<file path="src/rtl/i_cache_ctrl.sv">
// ---------------------------------------------------------------------------
// i_cache_ctrl
//   Direct-mapped instruction cache controller placed between the IF stage
//   and a 64x32 synchronous-read data RAM. Keeps the tag/valid arrays, looks
//   up fetch addresses, refills an 8-word line from memory on a miss and then
//   replays the fetch so every accepted request returns one instruction.
//
// Ports
//   clk, rst            clock; asynchronous active-low reset
//   if_req_*            fetch request (valid/ready handshake, byte address)
//   if_rsp_*            one-cycle instruction response pulse
//   fence_i             one-cycle pulse, invalidates every line
//   mem_req_*           line refill request (valid/ready handshake)
//   mem_rsp_*           refill beats, ascending word order
//   ram_*               data RAM port; read data arrives one cycle after
//                       the address is presented
//
// State      | meaning
// -----------+------------------------------------------------------------
// S_IDLE     | waiting for a fetch; applies a pending fence first
// S_LOOKUP   | RAM word is on ram_data_i, compare tag and respond on hit
// S_MISS_REQ | refill request held on mem_req_* until accepted
// S_REFILL   | writing incoming beats into the RAM line
// S_REPLAY   | re-present the fetch address so the next lookup hits
// ---------------------------------------------------------------------------
module i_cache_ctrl #(
  parameter int ADDR_W = 64,
  parameter int OFF_W  = 3,
  parameter int IDX_W  = 3
) (
  input  logic                   clk,
  input  logic                   rst,
  input  logic                   if_req_valid,
  output logic                   if_req_ready,
  input  logic [ADDR_W-1:0]      if_req_addr,
  output logic                   if_rsp_valid,
  output logic [31:0]            if_rsp_inst,
  input  logic                   fence_i,
  output logic                   mem_req_valid,
  input  logic                   mem_req_ready,
  output logic [ADDR_W-1:0]      mem_req_addr,
  input  logic                   mem_rsp_valid,
  input  logic [31:0]            mem_rsp_data,
  output logic [OFF_W+IDX_W-1:0] ram_addr_o,
  output logic [31:0]            ram_data_o,
  output logic                   ram_we_o,
  input  logic [31:0]            ram_data_i
);

  localparam int TAG_W  = ADDR_W - OFF_W - IDX_W - 2;
  localparam int NLINES = 2 ** IDX_W;

  typedef enum logic [2:0] {
    S_IDLE,
    S_LOOKUP,
    S_MISS_REQ,
    S_REFILL,
    S_REPLAY
  } state_t;

  state_t                   state_q;
  logic [ADDR_W-1:2]        addr_q;
  logic [NLINES-1:0]        valid_q;
  logic [TAG_W-1:0]         tag_mem [NLINES];
  logic [OFF_W-1:0]         cnt_q;
  logic                     fence_pend_q;
  logic [OFF_W+IDX_W-1:0]   ram_addr_q;

  logic [OFF_W-1:0]         word_q;
  logic [IDX_W-1:0]         idx_q;
  logic [TAG_W-1:0]         tag_q;
  logic [OFF_W-1:0]         req_word;
  logic [IDX_W-1:0]         req_idx;
  logic                     accept;
  logic                     refill_beat;
  logic                     last_beat;
  logic                     hit;
  logic                     unused_addr_bits;

  assign word_q   = addr_q[OFF_W+1:2];
  assign idx_q    = addr_q[OFF_W+IDX_W+1:OFF_W+2];
  assign tag_q    = addr_q[ADDR_W-1:OFF_W+IDX_W+2];
  assign req_word = if_req_addr[OFF_W+1:2];
  assign req_idx  = if_req_addr[OFF_W+IDX_W+1:OFF_W+2];

  // Byte offset within the instruction word carries no information here.
  assign unused_addr_bits = ^if_req_addr[1:0];

  // A fence arriving in IDLE blocks the request in the same cycle, so the
  // invalidation always lands before the next lookup.
  assign if_req_ready = rst && (state_q == S_IDLE) && !fence_pend_q && !fence_i;
  assign accept       = if_req_valid && if_req_ready;
  assign refill_beat  = (state_q == S_REFILL) && mem_rsp_valid;
  assign last_beat    = refill_beat && (&cnt_q);
  assign hit          = valid_q[idx_q] && (tag_mem[idx_q] == tag_q);

  // The RAM samples its address at the end of the cycle it is presented, so
  // the address is driven combinationally in the accept/replay/beat cycle and
  // the read word is available during the following LOOKUP.
  always_comb begin
    ram_addr_o = ram_addr_q;
    ram_data_o = '0;
    ram_we_o   = 1'b0;
    if (accept) begin
      ram_addr_o = {req_idx, req_word};
    end else if (state_q == S_REPLAY) begin
      ram_addr_o = {idx_q, word_q};
    end else if (refill_beat) begin
      ram_we_o   = 1'b1;
      ram_addr_o = {idx_q, cnt_q};
      ram_data_o = mem_rsp_data;
    end
  end

  always_ff @(posedge clk or negedge rst) begin
    if (!rst) begin
      state_q       <= S_IDLE;
      addr_q        <= '0;
      valid_q       <= '0;
      cnt_q         <= '0;
      fence_pend_q  <= 1'b0;
      ram_addr_q    <= '0;
      if_rsp_valid  <= 1'b0;
      if_rsp_inst   <= '0;
      mem_req_valid <= 1'b0;
      mem_req_addr  <= '0;
    end else begin
      if_rsp_valid <= 1'b0;
      ram_addr_q   <= ram_addr_o;
      if (fence_i) fence_pend_q <= 1'b1;

      case (state_q)
        S_IDLE: begin
          if (fence_i || fence_pend_q) begin
            valid_q      <= '0;
            fence_pend_q <= 1'b0;
          end else if (accept) begin
            addr_q  <= if_req_addr[ADDR_W-1:2];
            state_q <= S_LOOKUP;
          end
        end

        S_LOOKUP: begin
          if (hit) begin
            if_rsp_valid <= 1'b1;
            if_rsp_inst  <= ram_data_i;
            state_q      <= S_IDLE;
          end else begin
            mem_req_valid <= 1'b1;
            mem_req_addr  <= {tag_q, idx_q, {(OFF_W + 2){1'b0}}};
            state_q       <= S_MISS_REQ;
          end
        end

        S_MISS_REQ: begin
          if (mem_req_ready) begin
            mem_req_valid  <= 1'b0;
            valid_q[idx_q] <= 1'b0;
            cnt_q          <= '0;
            state_q        <= S_REFILL;
          end
        end

        S_REFILL: begin
          if (refill_beat) begin
            cnt_q <= cnt_q + OFF_W'(1);
            // A fence received mid-refill stays pending and clears this
            // line once the replayed fetch has completed.
            if (last_beat) begin
              valid_q[idx_q] <= 1'b1;
              state_q        <= S_REPLAY;
            end
          end
        end

        S_REPLAY: begin
          state_q <= S_LOOKUP;
        end

        default: state_q <= S_IDLE;
      endcase
    end
  end

  // Tags are qualified by valid bits, so they need no reset.
  always_ff @(posedge clk) begin
    if (last_beat) tag_mem[idx_q] <= tag_q;
  end

endmodule

</file>
<file path="config.mk">
export PLATFORM = sky130hd
export DESIGN_NAME = i_cache_ctrl
export DESIGN_NICKNAME = d
export VERILOG_FILES = /design/src/rtl/i_cache_ctrl.sv
export SDC_FILE = /design/constraint.sdc
export NUM_CORES = 1
export LEC_CHECK = 0
export CORE_MARGIN = 2
export CORE_UTILIZATION = 46
export DETAILED_ROUTE_END_ITERATION = 8
export GPL_TIMING_DRIVEN = 0
export PLACE_DENSITY = 0.73
export SLEW_MARGIN = 20
export SYNTH_ARGS = -nofsm -noshare
export SYNTH_HDL_FRONTEND = slang
export SYNTH_SLANG_ARGS = --single-unit
</file>
<file path="constraint.sdc">
create_clock -name clk -period 5.1 [get_ports clk]
set_input_delay 1.275 -clock clk [delete_from_list [all_inputs] [get_ports clk]]
set_output_delay 1.275 -clock clk [all_outputs]
set_load 0.05 [all_outputs]
</file>
==> results of run 1 <==
-- cell families after synthesis --
family	Yosys count
and+or+nand+nor	333
other	1
buffers and inverters	90
DFF	624
adders and majority gates	2
muxes	292
xor gates and xnor gates	42
AOI/OAI and AO/OA	132
-- power groups by stage --
stage	clock network, W	registers, W	logic, W
CTS	0.00457	0.00565	0.00164
floorplan	0	0.00582	0.000938
detailed placement	0	0.00576	0.00165
finish	0.00454	0.00565	0.00164
global route	0.00477	0.00567	0.00172
global placement	0	0.00575	0.00162
-- through the flow --
stage	util (%)	setup TNS, ps	worst slack, ps
final	58.3	0	127
after global routing	58.3	0	4.27
after CTS	58.2	0	0.101
after detailed placement	54.5	-2140	-349
after global placement	53.2	-2699800	-6880
after floorplan	-	0	250
-- area by class of cell --
| type | count | area [µm²] | share of cell area, % |
|---|---|---|---|
| Timing Repair Buffer | 290 | 3320 | 10.5 |
| Clock buffer | 93 | 1820 | 5.77 |
| Clock inverter | 22 | 205 | 0.651 |
| Buffer | 86 | 708 | 2.25 |
| Inverter | 4 | 15.0 | 0.0476 |
| Sequential cell | 624 | 17900 | 56.7 |
| Multi-Input combinational cell | 806 | 6730 | 21.3 |
| Tap cell | 696 | 871 | 2.76 |
-- critical path, cell delays in order --
cell	delay [ps]
clkdlybuf4s50_1	450
nor2_1	170
and3_1	290
nand2_1	200
clkbuf_1	250
buf_2	260
a31oi_1	250
clkdlybuf4s15_1	540
-- sequential cells by signal (all words and copies together), names as in the netlist, 3 cells and up --
| name | count |
|---|---|
| ram_addr_q | 6 |
| addr_q | 62 |
| if_rsp_inst | 32 |
| state_q | 3 |
| cnt_q | 3 |
| mem_req_addr | 59 |
| valid_q | 8 |
| tag_mem | 448 |
-- layout by cell type, fill, tap and decap left out, drive strengths merged, types with 9 or more instances in the layout --
master,n
buf,87
clkbuf,121
o22ai,27
nor2,39
mux2,112
dlymetal6s2s,21
xor2,15
o21ai,32
xnor2,27
mux2i,132
a22oi,25
edfxtp,448
and2,36
dfrtp,176
mux4,48
clkinv,14
nand2,208
clkdlybuf4s50,230
nor2b,9
-- final timing paths --
| path | start | end | slack, ps | cells after the start |
|---|---|---|---|---|
| max in group asynchronous | rst | addr_q[23]$_DFFE_PN0P_ | 3560 | 3 |
| setup / recovery | fence_i | ram_addr_o[2] | 130 | 8 |
| setup reg to reg | addr_q[7]$_DFFE_PN0P_ | mem_req_addr[27]$_DFFE_PN0P_ | 180 | 13 |
| hold reg to reg | if_rsp_inst[5]$_DFFE_PN0P_ | if_rsp_inst[5]$_DFFE_PN0P_ | 480 | 1 |
| min in group clk | if_rsp_inst[5]$_DFFE_PN0P_ | if_rsp_inst[5]$_DFFE_PN0P_ | 480 | 1 |
| hold / removal | rst | if_rsp_inst[30]$_DFFE_PN0P_ | 430 | 1 |
-- layer usage --
layer / track usage, % / vias to the layer above / share of wire [%]
li1: - / 6433 / -
met1: 31.8 / 7533 / 40
met2: 37.5 / 784 / 47
met3: 6.30 / 146 / 9.4
met4: 9.62 / 6 / 3.7
met5: 0 / - / 0.079
==> results.yml, run 1 <==
status:
  result_of_the_run: "finished, final reports clean"
sta:
  fin_skew_ps: 26.8
  report.final.hold_viol_count: 0
  finalMaxSlewViolations: 0
  tightestPinTransition_ps: 1190
  setup_viol: 0
  grt_setup_unrepaired: "false"
  max-slew-margin-rel_pct: 20.4
  fin_crit_ps: 4970
  fmax_ghz: 0.201
  hold_ws_ps: 427
  fin_crit_sh_pct: 97.5
power_and_ir_drop:
  power.combinational.fraction_pct: 13.9
  netSwitchingFraction_pct: 25.9
  power.ir.vdd_worst_v: 0.000313
  share_seq_of_total_power_pct: 47.8
  power_per_cell_area_mw_per_mm2: 375
  share_of_power_burned_in_the_clock_network_pct: 38.3
  intPower_w: 0.00877
  leak_pwr_nw: 13.4
  switchingPower_w: 0.00306
  total_power_w: 0.0118
clock_network:
  insertion_delay_ps: 640
  clockRootBuffer: "clkbuf_16"
  path_clk_slew_ps: 60
  tritoncts_clock_tree: "yes"
  tritoncts.num_buffers: 61
  cts-resized-gates: 16
  cts_setup_buffers: 0
  quantity_of_hold_fixing_buffers_added_after_cts: 0
  htree_levels: 2
  clockBufferDepth: 3
  tritoncts_num_sinks: 624
place:
  post_dp_cell_area_mm2: 0.0295
  numPlacedInstances: 2506
  port-buffer-count: 264
  place.gp.congestion: 0.856
  hpwlAfterDp_mm: 44.7
floorplanning:
  io_pins: 272
  die-height_um: 238
  initial_core_util_pct: 46.7
  area_of_the_die_mm2: 0.0567
  placement_rows: 85
  design.core.area_mm2: 0.0540
  die_w_um: 238
synthesis:
  netlist.area_leader.share_pct: 53.3
  synth.distinct_cells: 57
  post_synth_mux_area_share_pct: 15.4
  synth_top_cell_by_area: "edfxtp_1"
  synth_compound_gate_area_share_pct: 3.54
  yosys_most_used_dff: "edfxtp_1"
  post_synth_main_area_contributors: "edfxtp_1, dfrtp_1, mux2i_1"
  synthSimpleGateAreaFrac_pct: 5.85
  synth.yosys.warnings: 0
  synth_sequential_area_ratio_pct: 70.8
  synth_area_per_cell_um2: 16.6
  ff_latch_count_synth: 624
  synthArstFlopShare_pct: 28.2
  synth.cell_area_mm2: 0.0252
  postSynthCellCount: 1516
  synth_edf_count: 448
  synth_fa_ha_area_share_pct: 0.0992
  yosys.area_share.xor_xnor_pct: 1.46
  synth_most_common_cell: "edfxtp_1"
  main_combinational_cell_family_by_area_after_synthesis: "multiplexers"
  post_synth_most_frequent_cells: "edfxtp_1, nand2_1, dfrtp_1, mux2i_1, mux2_4"
detailed_routing:
  violation_count_after_the_first_detailed_routing_iteration: 1648
  num_vias: 14900
  drc: 0
  drt_pre_antenna_iters: 6
  drt-wirelength-per-cell_um: 25.6
  route.final.wire_length_mm: 67.1
  via_per_inst: 5.69
  antenna_violating_nets_left: 0
worst_hold_path:
  timing.hold.worst.class: "input pin to async pin"
critical_path:
  critPathCaptureType: "output port"
  cp_data_arrival_time_ps: 3700
  worst_ep_required_time_ps: 3830
  worst_setup_path_start_kind: "input pin"
  critical_setup_path_class: "input pin to output port"
  crit_fanout: 10
layout:
  finalNonFillerCells: 2621
  antenna_cells_inserted: 0
  postLayoutCellArea_mm2: 0.0315
  layout-area-overhead-vs-synth_pct: 25.0
  nNetsFinal: 2009
  share_of_layout_cells_above_drive_strength_1_pct: 17.0
  fillers: 4062
run:
  drv_cap: 0
grt:
  grt.total_usage_pct: 23.9
  grt_max_degree: 90
  grt_antenna_before_repair: 3
  number_of_global_route_vias_before_repair: 15700
  grt_pass1_wl_mm: 98.8
  grt_overflow: 0
Power figures use the tool's default switching activity.
==> run 2, diff against run 1 <==
--- a/config.mk
+++ b/config.mk
@@ -8,9 +8,7 @@
 export CORE_MARGIN = 2
 export CORE_UTILIZATION = 46
 export DETAILED_ROUTE_END_ITERATION = 8
-export GPL_TIMING_DRIVEN = 0
 export PLACE_DENSITY = 0.73
-export SLEW_MARGIN = 20
 export SYNTH_ARGS = -nofsm -noshare
 export SYNTH_HDL_FRONTEND = slang
 export SYNTH_SLANG_ARGS = --single-unit
==> run 2 against run 1 <==
Net effect:
- non-clock buffer count is 56 lower
- register-to-register slack better by 450 ps
- die area stayed put
- first-iteration DRC count is 34% lower
- critical path depth is 3 higher
- global-route usage is 3.0 points lower
- hold slack better by 54 ps
- clock-buffer cell count is 2 lower
- clock power is 6.6% higher
- clock skew is 0.57 ps higher
- sequential cell count stayed put
==> results.yml, run 2 (synthesis gave the netlist of run 1 again) <==
status:
  result_of_the_run: "finished, final reports clean"
detailed_routing:
  via_per_inst: 5.50
  highest-signal-layer: "met4"
  num_vias: 14100
  drt-wirelength-per-cell_um: 22.6
  detailroute.wirelength.met2_mm: 28.0
  violation_count_after_the_first_detailed_routing_iteration: 1092
  detail_route.wirelength.met1_mm: 24.2
  dr_wl_met3_mm: 4.58
  antenna_violating_nets_left: 0
  drt_pre_antenna_iters: 5
  drc: 0
  route.final.wire_length_mm: 58.1
clock_network:
  tritoncts_clock_tree: "yes"
  path_clk_slew_ps: 60
  cts-resized-gates: 0
  htree_levels: 3
  quantity_of_hold_fixing_buffers_added_after_cts: 0
  tritoncts.num_buffers: 67
  insertion_delay_ps: 590
  cts_setup_buffers: 0
  tritoncts_num_sinks: 624
  clockBufferDepth: 3
  clockRootBuffer: "clkbuf_16"
critical_path:
  worst_r2r_path_depth: 11
  timing.critical_path.to: "mem_req_addr[63]$_DFFE_PN0P_"
  cp_data_arrival_time_ps: 4950
  register_to_register_path_setup_slack_ps: 630
  crit_fanout: 35
  endpoint_of_the_worst_slack_reg_to_reg_timing_path: "mem_req_addr[63]$_DFFE_PN0P_"
  worst_ep_required_time_ps: 5570
  critPathLaunch: "addr_q[6]$_DFFE_PN0P_"
  worst_setup_path_start_kind: "flip-flop"
  startpoint_of_the_lowest_slack_register_to_register_path: "addr_q[6]$_DFFE_PN0P_"
  critPathCaptureType: "flip-flop"
  critical_setup_path_class: "flip-flop to flip-flop"
grt:
  grt_max_degree: 65
  grt.total_usage_pct: 20.9
  grt_pass1_wl_mm: 89.4
  number_of_global_route_vias_before_repair: 15000
  grt_overflow: 0
  grt_antenna_before_repair: 0
floorplanning:
  placement_rows: 85
  area_of_the_die_mm2: 0.0567
  die-height_um: 238
  die_w_um: 238
  io_pins: 272
  design.core.area_mm2: 0.0540
  initial_core_util_pct: 46.7
worst_hold_path:
  timing.hold.worst.class: "flip-flop to flip-flop"
layout:
  layout.core_utilization_pct: 57.9
  largest_register: "tag_mem"
  commonest_cells_after_routing_fill_and_taps_aside: "edfxtp_1, clkdlybuf4s50_1, nand2_1"
  layout-area-overhead-vs-synth_pct: 24.0
  nNetsFinal: 1959
  antenna_cells_inserted: 0
  largest_register_ffs: 448
  leading_cell_type_in_the_layout_fill_and_taps_excluded: "edfxtp_1"
  reg_top3: "tag_mem (448), addr_q (62), mem_req_addr (59)"
  share_of_layout_cells_above_drive_strength_1_pct: 18.0
place:
  hpwlAfterDp_mm: 35.8
  place.gp.congestion: 0.792
  place_ws_ps: 623
  port-buffer-count: 264
sta:
  max-slew-margin-rel_pct: 36.8
  finalMaxSlewViolations: 0
  fin_crit_ps: 4470
  fin_crit_sh_pct: 87.7
  timing.final.ws_setup_ps: 626
  report.final.hold_viol_count: 0
  fmax_ghz: 0.224
  setup_viol: 0
  grt_setup_unrepaired: "false"
  tightestPinTransition_ps: 946
  hold_ws_ps: 480
  fin_skew_ps: 27.4
  fin_setup_tns_ps: 0
power_and_ir_drop:
  power.ir.vdd_worst_v: 0.000310
  leak_pwr_nw: 13.0
  netSwitchingFraction_pct: 24.7
  power.combinational.fraction_pct: 13.8
  switchingPower_w: 0.00302
  share_of_power_burned_in_the_clock_network_pct: 39.7
  total_power_w: 0.0122
  share_seq_of_total_power_pct: 46.6
  power_per_cell_area_mw_per_mm2: 390
  intPower_w: 0.00919
run:
  drv_cap: 0
-- run 2: cell types whose count changed in the layout (fill, tap and decap cells not counted), sizes merged, moves of 2 or more --
cell and delta:
clkdlybuf4s15 -2, clkinv +5, clkdlybuf4s50 -6, bufinv +3
clkbuf -29, dlygate4sd2 -7, buf +8, dlymetal6s2s -21
-- run 2: worst min-delay path by stage --
stage | cells past startpoint | to | slack [ps] | start
after floorplan | 2 | addr_q[2]$_DFFE_PN0P_ | 450 | addr_q[2]$_DFFE_PN0P_
after global placement | 2 | addr_q[2]$_DFFE_PN0P_ | 470 | addr_q[2]$_DFFE_PN0P_
after detailed placement | 2 | addr_q[2]$_DFFE_PN0P_ | 470 | addr_q[2]$_DFFE_PN0P_
after CTS | 2 | addr_q[2]$_DFFE_PN0P_ | 490 | addr_q[2]$_DFFE_PN0P_
after global routing | 1 | if_rsp_inst[6]$_DFFE_PN0P_ | 510 | if_rsp_inst[6]$_DFFE_PN0P_
final | 2 | addr_q[2]$_DFFE_PN0P_ | 480 | addr_q[2]$_DFFE_PN0P_
-- run 2: layout make-up --
class / count / area [µm²]
clock buffer: 91 / 1890
clock inverter: 30 / 310
fill: 4076 / 22700
inverter: 4 / 15.0
multi-input combinational: 806 / 6740
sequential: 624 / 17900
tap: 696 / 871
timing repair buffer: 320 / 3590
-- run 2: layer usage --
metal | track usage (%) | up-vias
li1 | - | 6309
met1 | 28.0 | 7183
met2 | 33.6 | 551
met3 | 5.28 | 94
met4 | 6.72 | 0
met5 | 0 | -
-- run 2: critical path, stage by stage (launching register included) --
cell	delay (ps)
dfrtp_4	800
buf_4	470
buf_4	250
mux2i_1	90
a221oi_1	370
xor2_1	170
a2111oi_0	580
nand4_1	230
nor4_1	370
nand2b_4	420
buf_12	240
mux2_1	330
-- run 2: through the flow --
step,cells,cell area [µm²]
5_1_grt,2571,31300
2_1_floorplan,1520,25200
3_3_place_gp,2450,29100
6_report,2571,31300
4_1_cts,2571,31300
3_5_place_dp,2450,29100
-- run 2: power by group through the flow --
| stage | Clock [W] | Combinational, W | Sequential [W] |
|---|---|---|---|
| floorplan | 0 | 0.000938 | 0.00582 |
| global placement | 0 | 0.00166 | 0.00578 |
| detailed placement | 0 | 0.00168 | 0.00579 |
| CTS | 0.00494 | 0.00169 | 0.00568 |
| global route | 0.00513 | 0.00178 | 0.00570 |
| finish | 0.00484 | 0.00168 | 0.00568 |
